`config.mk`:
```
export PLATFORM = sky130hd
export DESIGN_NAME = halt_dump_ctrl
export DESIGN_NICKNAME = d
export VERILOG_FILES = /design/src/rtl/halt_dump_ctrl_pkg.sv /design/src/rtl/halt_dump_ctrl_cycle_counter.sv /design/src/rtl/halt_dump_ctrl.sv
export SDC_FILE = /design/constraint.sdc
export NUM_CORES = 1
export LEC_CHECK = 0
export BUFFER_PORTS_ARGS = -buffer_cell sky130_fd_sc_hd__buf_2
export CAP_MARGIN = 20
export CORE_ASPECT_RATIO = 0.7
export CORE_MARGIN = 3
export CORE_UTILIZATION = 55
export CTS_BUF_LIST = sky130_fd_sc_hd__clkbuf_8
export DETAILED_ROUTE_END_ITERATION = 10
export PLACE_DENSITY = 0.86
export SLEW_MARGIN = 20
export SYNTH_ARGS = -nofsm -noshare
export SYNTH_HDL_FRONTEND = slang
export SYNTH_SLANG_ARGS = --single-unit
```
`constraint.sdc`:
```
create_clock -name clk -period 4.3 [get_ports clk]
set_input_delay 1.29 -clock clk [delete_from_list [all_inputs] [get_ports clk]]
set_output_delay 1.29 -clock clk [all_outputs]
set_load 0.05 [all_outputs]
```
`src/rtl/halt_dump_ctrl_pkg.sv`:
```
// Shared definitions for the halt-and-dump controller: state encoding,
// register-file geometry, halt opcode and default timing parameters.
package halt_dump_ctrl_pkg;

  localparam int unsigned NUM_REGS           = 32;
  localparam int unsigned RF_ADDR_W          = 5;
  localparam logic [31:0] HALT_INSTR         = 32'h0000_0000;
  localparam int unsigned DEF_DRAIN_CYCLES   = 5;
  localparam int unsigned DEF_TIMEOUT_CYCLES = 100;

  typedef enum logic [2:0] {
    ST_RUN     = 3'd0,
    ST_DRAIN   = 3'd1,
    ST_DUMP    = 3'd2,
    ST_DONE    = 3'd3,
    ST_TIMEOUT = 3'd4
  } state_e;

  // A fetched word only counts as a halt when the fetch is actually valid.
  function automatic logic is_halt(input logic valid, input logic [31:0] instr);
    return valid && (instr == HALT_INSTR);
  endfunction

endpackage

```
`src/rtl/halt_dump_ctrl_cycle_counter.sv`:
```
// Free-running program cycle counter with synchronous clear and count enable.
module halt_dump_ctrl_cycle_counter #(
  parameter int unsigned W = 32
) (
  input  logic         clk,
  input  logic         clr,
  input  logic         en,
  output logic [W-1:0] count
);

  // Clear has priority over enable; the count never wraps in the supported range.
  always_ff @(posedge clk) begin
    if (clr) begin
      count <= '0;
    end else if (en) begin
      count <= count + W'(1);
    end else begin
      count <= count;
    end
  end

endmodule

```
`src/rtl/halt_dump_ctrl.sv`:
```
// Watches the fetch stream for the halt opcode, freezes and drains the core,
// then streams all 32 architectural registers out over a valid/ready port.
module halt_dump_ctrl
  import halt_dump_ctrl_pkg::*;
#(
  parameter int unsigned DRAIN_CYCLES   = DEF_DRAIN_CYCLES,
  parameter int unsigned TIMEOUT_CYCLES = DEF_TIMEOUT_CYCLES
) (
  input  logic                 clk,
  input  logic                 rst,
  input  logic [31:0]          ip_instr_from_imem,
  input  logic                 ip_instr_valid,
  output logic                 op_proc_stall,
  output logic [RF_ADDR_W-1:0] op_rf_rd_addr,
  input  logic [31:0]          ip_rf_rd_data,
  output logic                 op_dump_valid,
  input  logic                 ip_dump_ready,
  output logic [RF_ADDR_W-1:0] op_dump_idx,
  output logic [31:0]          op_dump_data,
  output logic [31:0]          op_cycle_count,
  output logic                 op_done,
  output logic                 op_timeout
);

  localparam logic [31:0]          TIMEOUT_LAST = 32'(TIMEOUT_CYCLES - 1);
  localparam logic [31:0]          DRAIN_LAST   = 32'(DRAIN_CYCLES - 1);
  localparam logic [RF_ADDR_W-1:0] LAST_IDX     = RF_ADDR_W'(NUM_REGS - 1);

  state_e                 state_r;
  logic [31:0]            drain_r;
  logic [RF_ADDR_W-1:0]   idx_r;
  logic                   stall_r;
  logic                   valid_r;
  logic                   done_r;
  logic                   timeout_r;

  logic [31:0]            cnt_s;
  logic                   halt_s;
  logic                   at_limit_s;
  logic                   cnt_en_s;
  logic                   xfer_s;

  assign halt_s     = (state_r == ST_RUN) && is_halt(ip_instr_valid, ip_instr_from_imem);
  assign at_limit_s = (cnt_s == TIMEOUT_LAST);
  // The last budget cycle is not counted, so a timed-out run reports TIMEOUT_CYCLES-1.
  assign cnt_en_s   = (state_r == ST_RUN) && !halt_s && !at_limit_s;
  assign xfer_s     = valid_r && ip_dump_ready;

  halt_dump_ctrl_cycle_counter #(
    .W (32)
  ) u_cycle_counter (
    .clk   (clk),
    .clr   (!rst),
    .en    (cnt_en_s),
    .count (cnt_s)
  );

  // Run/drain/dump sequencer; all handshake and status outputs are registered here.
  always_ff @(posedge clk) begin
    if (!rst) begin
      state_r   <= ST_RUN;
      drain_r   <= 32'd0;
      idx_r     <= '0;
      stall_r   <= 1'b0;
      valid_r   <= 1'b0;
      done_r    <= 1'b0;
      timeout_r <= 1'b0;
    end else begin
      case (state_r)
        ST_RUN: begin
          if (halt_s) begin
            stall_r <= 1'b1;
            idx_r   <= '0;
            if (DRAIN_CYCLES == 0) begin
              state_r <= ST_DUMP;
              valid_r <= 1'b1;
            end else begin
              state_r <= ST_DRAIN;
              drain_r <= DRAIN_LAST;
            end
          end else if (at_limit_s) begin
            state_r   <= ST_TIMEOUT;
            stall_r   <= 1'b1;
            done_r    <= 1'b1;
            timeout_r <= 1'b1;
          end else begin
            state_r <= ST_RUN;
          end
        end
        ST_DRAIN: begin
          if (drain_r == 32'd0) begin
            state_r <= ST_DUMP;
            valid_r <= 1'b1;
            idx_r   <= '0;
          end else begin
            drain_r <= drain_r - 32'd1;
          end
        end
        ST_DUMP: begin
          if (xfer_s) begin
            if (idx_r == LAST_IDX) begin
              state_r <= ST_DONE;
              valid_r <= 1'b0;
              idx_r   <= '0;
              done_r  <= 1'b1;
            end else begin
              idx_r <= idx_r + RF_ADDR_W'(1);
            end
          end else begin
            idx_r <= idx_r;
          end
        end
        ST_DONE, ST_TIMEOUT: begin
          state_r <= state_r;
        end
        default: begin
          state_r   <= ST_RUN;
          drain_r   <= 32'd0;
          idx_r     <= '0;
          stall_r   <= 1'b0;
          valid_r   <= 1'b0;
          done_r    <= 1'b0;
          timeout_r <= 1'b0;
        end
      endcase
    end
  end

  // Gating with rst keeps every output quiet for the whole reset window, not just after the first edge.
  assign op_proc_stall  = rst && stall_r;
  assign op_dump_valid  = rst && valid_r;
  assign op_done        = rst && done_r;
  assign op_timeout     = rst && timeout_r;
  assign op_rf_rd_addr  = rst ? idx_r : '0;
  assign op_dump_idx    = rst ? idx_r : '0;
  assign op_dump_data   = (rst && valid_r) ? ip_rf_rd_data : 32'h0000_0000;
  assign op_cycle_count = rst ? cnt_s : 32'd0;

endmodule

```
==> results of run 1 <==
[placed cells by master, fill, tap and decap left out, types with 3 or more instances in the layout]
cell | synthesis | layout
buf_2 | 4 | 145
dfxtp_1 | 76 | 76
and2_1 | 48 | 48
and3_1 | 36 | 36
nand2_1 | 33 | 33
a21oi_1 | 31 | 31
nor2b_1 | 30 | 30
o21ai_0 | 28 | 28
or3_1 | 25 | 25
mux2_2 | 25 | 25
nor2_1 | 24 | 24
nand4_1 | 24 | 24
nor4_1 | 20 | 20
nor3_1 | 18 | 18
nand3_1 | 17 | 17
clkbuf_8 | 0 | 11
or4_1 | 10 | 10
and4_1 | 7 | 7
xor2_1 | 6 | 6
o31ai_1 | 6 | 6
inv_1 | 5 | 5
nand2b_1 | 4 | 4
nor4b_1 | 5 | 4
a21boi_0 | 4 | 4
ha_1 | 4 | 4
buf_4 | 5 | 4
nand4b_1 | 3 | 3
o211ai_1 | 3 | 3
[metrics by stage]
step | hold WS (ns) | instance area (µm²) | utilization [%] | power (µW)
4_1_cts | 0.489 | 5490 | 68.9 | 1740
2_1_floorplan | 0.439 | 4570 | - | 1070
3_3_place_gp | 0.447 | 5290 | 66.4 | 1170
3_5_place_dp | 0.477 | 5290 | 66.4 | 1190
6_report | 0.482 | 5500 | 68.9 | 1760
5_1_grt | 0.511 | 5500 | 68.9 | 1840
[power by group]
| group | leakage [µW] | switching, µW | internal (µW) |
|---|---|---|---|
| registers | 0.000613 | 33.5 | 728 |
| logic | 0.00196 | 267 | 163 |
| clock network | 0.000105 | 270 | 296 |
| total | 0.00268 | 570 | 1190 |
[how the worst max path moves through the flow]
stage | start | end | slack, ns | depth (start not counted)
floorplan | rst | op_rf_rd_addr[0] | 0.53 | 4
global placement | ip_instr_from_imem[1] | drain_r[7] | 0.48 | 7
finish | ip_instr_from_imem[1] | drain_r[7] | 0.57 | 7
CTS | ip_instr_from_imem[1] | drain_r[7] | 0.61 | 7
global route | ip_instr_from_imem[1] | drain_r[7] | 0.40 | 7
detailed placement | ip_instr_from_imem[1] | drain_r[7] | 0.27 | 7
[worst register-to-register path, cell delays in order (launching register included)]
cell	delay (ns)
dfxtp_1	0.32
inv_1	0.08
ha_1	0.22
or4b_2	0.68
nor2_1	0.23
a41o_1	0.30
a21o_1	0.76
o21ai_0	0.22
a21oi_1	0.18
[per-layer routing]
layer	up-vias	part of all wire (%)	GRT usage, %
met5	-	0	0
met4	0	1.3	7.39
met3	16	8.2	5.75
met2	211	47	43.1
met1	2160	44	33.3
li1	2316	-	-
[sequential cells by signal, indices dropped and copies added (netlist names)]
signal	flops
state_r	3
valid_r	1
timeout_r	1
drain_r	32
stall_r	1
done_r	1
idx_r	5
u_cycle_counter.count	32
[kinds of logic after synthesis]
family	Yosys count	synth area share (%)
buf+inv	45	4.41
flops	76	33.3
mux	27	6.60
simple gates	317	41.6
xor+xnor	8	1.53
fa+ha+maj	4	1.10
compound gates	88	11.5
[cells in the mapped netlist, drive strengths merged, types with 3 or more instances]
cell type,n,area share [%]
a21boi,5,0.82
a21oi,31,3.4
and2,48,6.6
and3,36,4.9
and4,7,1.3
buf,12,1.7
clkbuf,28,2.3
dfxtp,76,33
ha,4,1.1
inv,5,0.41
mux2,25,6.2
nand2,33,2.7
nand2b,4,0.55
nand3,17,1.9
nand4,24,3.3
nand4b,3,0.57
nor2,24,2.0
nor2b,30,4.1
nor3,19,2.2
nor4,23,3.8
nor4b,6,1.3
o211ai,3,0.49
o21ai,28,3.1
o31ai,6,0.99
or3,25,3.4
or4,10,1.6
xor2,6,1.1
[area by class of cell]
type                    instances  area share [%]
clock inverters                 4           0.888
repair buffers                150            14.1
clock buffers                  11            2.75
flip-flops and latches         76            27.7
inverters                       5           0.341
multi-input cells             444            51.9
well taps                     101            2.30
==> results.toml, run 1 <==
[finish]
nNetsFinal = 758
fin_cells = 791
final.fill_count = 625
regArea_um2 = 1520
antenna_cells = 0
drive_gt1_share_pct = 28.8
multi_input_area_um2 = 2850
area_growth_syn_to_layout_pct = 20.3

[sta]
fin_setup_tns_ns = 0
max_freq_ghz = 0.268
layout_min_cycle_time_ns = 3.73
setup_slack_ns = 0.569
hold_violations = 0
drv_slew = 0
worst_pin_slew_ns = 0.990
finalCritPeriodShare_pct = 86.8
clock_skew_ns = 0.0124
slew_headroom_pct = 33.5
setup_viol = 0
rsz0062_at_grt = "false"

[routing]
drc = 0
first_pass_iters = 5
drt-initial-drc-count = 333
vias = 4703
vias_per_cell = 5.95
routed_wl_um = 12600
post_drt_wl_per_cell_um = 15.9
antenna_left = 0

[floorplan]
dieArea_um2 = 9460
start_util_pct = 57.3
dieHeight_um = 82.3
die_width_um = 115
std_cell_rows = 27
core_um2 = 7970
num_io_pins = 146

[clock_network]
path_clk_slew_ns = 0.08
cts_setup_buffers = 0
tritoncts = "yes"
htreeDepth = 3
cts_hold_buf = 0
cts_buffer_depth = 2
cts_root_buffer = "clkbuf_8"
cts_buffers = 9
cts-resized-gates = 0
cts_sinks = 76
clk_latency_ns = 0.36

[yosys]
synthFlopType = "dfxtp_1"
syn-cell-area_um2 = 4570
netlist_instances = 565
syn_avg_cell_area_um2 = 8.09
synth_seq_cells = 76
ys_warn_count = 0
synth_nets = 637
seq_area_frac_synth_pct = 33.3
synth-async-reset-ratio_pct = 0
synth_edf_count = 0
synth_cell_types = 56

[critical_path]
required_ns = 4.58
cp_top_family = "simple AND/OR/NAND/NOR gates"
crit_path_max_fanout = 38
r2r_slack_ns = 1.24
cp_slowest_stage_delay_ns = 0.64
critical_path_arrival_ns = 4.01
worstSetupStartpointType = "input pin"
crit_slowest_cell = "or4_1"
endpoint_kind = "register"
r2r-end = "drain_r[13]"
crit_top_cell = "or4_1"
r2r_start = "drain_r[0]"
r2r_cells = 8
critPathKind = "in2reg"
crit_buf_inv = 1
crit_path_cell_trace = "buf_2 > nor4b_1 > nand4_1 > or4_1 > a21o_1 > or4_1 > a21oi_1"

[global_route]
track_usage_pct = 25.6
grt_first_pass_wirelength_um = 19500
grt_overflow = 0
first_global_vias = 4130
antenna_found_initial = 0
grt_max_degree = 122

[hold_path]
hold_class = "reg2reg"
min_to = "timeout_r"
hold_depth = 2
hp-start = "timeout_r"

[flow_run]
maxCapViolations = 0

[power_and_ir_drop]
p_leak_uw = 0.00268
power_density_nw_per_um2 = 320
irDropWorstVdd_mv = 0.190

[placed_design]
dp_slack_ns = 0.267
dp.cells = 776
dpl.hpwl_um = 9220
gp_congestion = 0.901
numPortBuffers = 145

[outcome]
status = "completed"
Power figures use the tool's default switching activity.
==> run 2: changes to the inputs <==
Settings changed: CTS_BUF_LIST sky130_fd_sc_hd__clkbuf_8 to default.
==> run 2 against run 1 <==
  * Clock skew is 0.0057 ns lower
  * Worst hold slack worse by 0.0027 ns
  * Register-to-register slack hardly changed
  * Critical endpoint unchanged
  * Clock-buffer cell count stayed put
  * Largest power group is now clock
  * Die area stayed put
  * First-iteration DRC count is 3.0% lower
==> results.toml, run 2 (synthesis gave the netlist of run 1 again) <==
[outcome]
status = "completed"

[sta]
finalCritPeriodShare_pct = 85.5
rsz0062_at_grt = "false"
hold_violations = 0
slew_headroom_pct = 34.1
worst_pin_slew_ns = 0.980
worst_hold_slack_ns = 0.480
layout_min_cycle_time_ns = 3.68
setup_viol = 0
fin_setup_tns_ns = 0
clock_skew_ns = 0.00671
drv_slew = 0
max_freq_ghz = 0.272

[clock_network]
cts_root_buffer = "clkbuf_16"
tritoncts = "yes"
path_clk_slew_ns = 0.06
cts_buffer_depth = 2
htreeDepth = 3
cts_setup_buffers = 0
cts-resized-gates = 0
cts_sinks = 76
cts_hold_buf = 0
clk_latency_ns = 0.34
cts_buffers = 9

[critical_path]
critical_path_arrival_ns = 3.95
required_ns = 4.57
crit_path_max_fanout = 38
worstSetupStartpointType = "input pin"
r2r_slack_ns = 1.24
critPathKind = "in2reg"
endpoint_kind = "register"

[finish]
final.fill_count = 613
drive_gt1_share_pct = 28.8
layout_common_cells = "buf_2 (145), dfxtp_1 (76), and2_1 (48)"
area_growth_syn_to_layout_pct = 22.5
nNetsFinal = 758
final_common_cell = "buf_2"
final_util_pct = 70.2
reg.largest.list = "drain_r: 32 flops, u_cycle_counter.count: 32 flops, idx_r: 5 flops"
antenna_cells = 0

[global_route]
grt_max_degree = 122
grt_overflow = 0
grt_first_pass_wirelength_um = 19500
antenna_found_initial = 0
track_usage_pct = 25.8
first_global_vias = 4161

[power_and_ir_drop]
total_power_uw = 1960
power_density_nw_per_um2 = 350
irDropWorstVdd_mv = 0.273
p_leak_uw = 0.00272

[routing]
first_pass_iters = 5
drc = 0
vias = 4799
drt-initial-drc-count = 323
antenna_left = 0
routed_wl_um = 12600
vias_per_cell = 6.07
post_drt_wl_per_cell_um = 15.9

[floorplan]
dieHeight_um = 82.3
std_cell_rows = 27
die_width_um = 115
start_util_pct = 57.3
dieArea_um2 = 9460
core_um2 = 7970
num_io_pins = 146

[placed_design]
numPortBuffers = 145
dpl.hpwl_um = 9220
gp_congestion = 0.901

[hold_path]
hold_class = "reg2reg"

[flow_run]
maxCapViolations = 0
## run 2: cell count changes in the layout (fill, tap and decap cells not counted)
cell	previous run	this run
clkbuf_16	0	9
clkbuf_8	11	2
## run 2: final timing paths
check | startpoint | to | cells past startpoint
setup / recovery | ip_instr_from_imem[1] | drain_r[7] | 7
hold / removal | timeout_r | timeout_r | 2
setup reg to reg | drain_r[0] | drain_r[13] | 8
hold reg to reg | timeout_r | timeout_r | 2
## run 2: through the flow
| step | worst slack, ns | instances | instance area, µm² |
|---|---|---|---|
| 4_1_cts | 0.617 | 791 | 5590 |
| 3_3_place_gp | 0.482 | 776 | 5290 |
| 6_report | 0.624 | 791 | 5600 |
| 5_1_grt | 0.429 | 791 | 5600 |
| 3_5_place_dp | 0.267 | 776 | 5290 |
| 2_1_floorplan | 0.527 | 565 | 4570 |
## run 2: cell type report
| type | instances | area [µm²] | area share, % |
|---|---|---|---|
| tap | 101 | 126 | 2.26 |
| multi-input combinational | 444 | 2850 | 51.0 |
| inverter | 5 | 18.8 | 0.335 |
| timing repair buffer | 150 | 776 | 13.9 |
| clock inverter | 4 | 48.8 | 0.872 |
| clock buffer | 11 | 253 | 4.51 |
| sequential | 76 | 1520 | 27.2 |
## run 2: critical path, stage by stage
cell and delay (ns):
buf_2 0.09, nor4b_1 0.34, nand4_1 0.27, or4_1 0.60, a21o_1 0.57, or4_1 0.62, a21oi_1 0.16
## run 2: per-layer routing
layer	global-route usage, %	vias up	part of all wire (%)
li1	-	2331	-
met1	33.3	2237	43
met2	43.5	218	48
met3	6.26	13	8.8
met4	6.92	0	0.91
met5	0	-	0
## run 2: power by group
| part | switching, µW | internal [µW] |
|---|---|---|
| clock network | 290 | 476 |
| registers | 32.7 | 729 |
| logic | 269 | 163 |
| total | 592 | 1370 |
==> run 3: changes to the inputs <==
Settings changed: CORE_ASPECT_RATIO 0.7 to 1.75.
==> run 3 against run 2 <==
  * Register-to-register slack improved by 0.33 ns
  * Combinational power is 3% higher
  * Global-route usage rose by 2.8 points
  * Power is 1.7% higher
  * Non-clock buffer count is 3 higher
  * Wire length rose by 6.0%
  * Flip-flop and latch count unchanged
  * Worst hold slack better by 0.0019 ns
  * Cell count fell by 1.0%
  * Final area grew 0.13%
  * Critical path depth down 3
==> results.toml, run 3 (synthesis gave the netlist of run 1 again) <==
[outcome]
status = "completed"

[floorplan]
die_width_um = 74.9
core_um2 = 8020
start_util_pct = 57.0
num_io_pins = 146
std_cell_rows = 43
dieArea_um2 = 9480
dieHeight_um = 127

[hold_path]
hold_depth = 2
hold_class = "reg2reg"

[finish]
final_common_cell = "buf_2"
area_growth_syn_to_layout_pct = 22.6
drive_gt1_share_pct = 28.9
final.fill_count = 653
antenna_cells = 0
nNetsFinal = 761
reg.largest.list = "drain_r: 32 flops, u_cycle_counter.count: 32 flops, idx_r: 5 flops"
layout_common_cells = "buf_2 (145), dfxtp_1 (76), and2_1 (48)"

[global_route]
track_usage_pct = 28.6
grt_overflow = 0
first_global_vias = 4637
antenna_found_initial = 0
grt_max_degree = 122
grt_first_pass_wirelength_um = 21600

[placed_design]
dpl.hpwl_um = 10000
gp_congestion = 0.919
numPortBuffers = 145

[sta]
finalCritPeriodShare_pct = 83.0
fin_setup_tns_ns = 0
worst_pin_slew_ns = 1.00
worst_hold_slack_ns = 0.481
hold_violations = 0
clock_skew_ns = 0.00880
slew_headroom_pct = 32.6
max_freq_ghz = 0.280
rsz0062_at_grt = "false"
layout_min_cycle_time_ns = 3.57
drv_slew = 0
setup_viol = 0

[critical_path]
crit_path_max_fanout = 121
crit_top_cell = "buf_2"
crit_path_end = "op_dump_idx[4]"
r2r-end = "drain_r[31]"
r2r_slack_ns = 1.57
worstSetupStartpointType = "input pin"
endpoint_kind = "output port"
r2r_start = "drain_r[15]"
critPathKind = "in2out"
required_ns = 3.01
crit_path_cell_trace = "buf_2 > buf_12 > and2_1 > buf_2"
critical_path_arrival_ns = 2.28
crit_slowest_cell = "buf_12"
r2r_cells = 7
cp_slowest_stage_delay_ns = 0.32
cp-startpoint = "rst"

[power_and_ir_drop]
p_sw_share_pct = 29.5
power_frac_clock_pct = 39.5
internal_power_uw = 1410
p_leak_uw = 0.00273
switchingPower_uw = 589
pwr-share-comb_pct = 22.2
power_density_nw_per_um2 = 356
power_frac_seq_pct = 38.2
irDropWorstVdd_mv = 0.270

[clock_network]
cts-resized-gates = 0
cts_buffer_depth = 2
clk_latency_ns = 0.34
path_clk_slew_ns = 0.05
cts_sinks = 76
tritoncts = "yes"
cts_buffers = 9
cts_hold_buf = 0
cts_root_buffer = "clkbuf_16"
cts_setup_buffers = 0
htreeDepth = 3

[routing]
antenna_left = 0
vias = 4815
post_drt_wl_per_cell_um = 17.0
vias_per_cell = 6.15
first_pass_iters = 5
drc = 0
drt-initial-drc-count = 297
routed_wl_um = 13300

[flow_run]
maxCapViolations = 0
run 3: cell count changes in the layout (fill, tap and decap cells not counted), sizes merged:
cell	before	now
clkinv	3	2
clkinvlp	0	1
buf	150	153
clkbuf	11	10
bufinv	1	2
run 3: worst max-delay path: cells and delay by family:
family | cells | cell delay, ns
and+or+nand+nor | 1 | 0.25
buffers and inverters | 3 | 0.72
run 3: through the flow:
| stage | cells | setup slack, ns | cell area (µm²) | power, µW | utilization, % |
|---|---|---|---|---|---|
| finish | 783 | 0.732 | 5610 | 1990 | 69.9 |
| global route | 783 | 0.691 | 5610 | 2080 | 69.9 |
| CTS | 783 | 0.759 | 5610 | 1990 | 69.9 |
| detailed placement | 768 | 0.575 | 5300 | 1210 | 66.1 |
| global placement | 768 | 0.681 | 5300 | 1190 | 66.1 |
| floorplan | 565 | 0.527 | 4570 | 1070 | - |
run 3: worst min path at each step:
stage | start | to | slack, ns
5_1_grt | drain_r[29] | drain_r[29] | 0.51
3_3_place_gp | timeout_r | timeout_r | 0.45
6_report | drain_r[1] | drain_r[1] | 0.48
2_1_floorplan | timeout_r | timeout_r | 0.44
3_5_place_dp | drain_r[1] | drain_r[1] | 0.48
4_1_cts | drain_r[1] | drain_r[1] | 0.48
run 3: final cells by class:
type | count | area [µm²] | share of cell area [%]
clock buffers | 10 | 229 | 4.08
clock inverters | 5 | 77.6 | 1.38
inverters | 5 | 18.8 | 0.335
multi-input cells | 444 | 2850 | 50.8
flip-flops and latches | 76 | 1520 | 27.1
well taps | 90 | 113 | 2.01
repair buffers | 153 | 798 | 14.2
run 3: power by group through the flow:
stage	clock, µW	sequential [µW]	combinational (µW)
after CTS	794	761	439
after detailed placement	0	776	432
after global placement	0	774	419
after floorplan	0	764	310
final	788	763	443
after global routing	825	767	493
run 3: per-layer routing:
layer,vias to the layer above,share of wire (%),track usage [%]
li1,2337,-,-
met1,2286,37,31.4
met2,148,53,49.4
met3,44,5.2,6.42
met4,0,4.2,14.7
met5,-,0,0
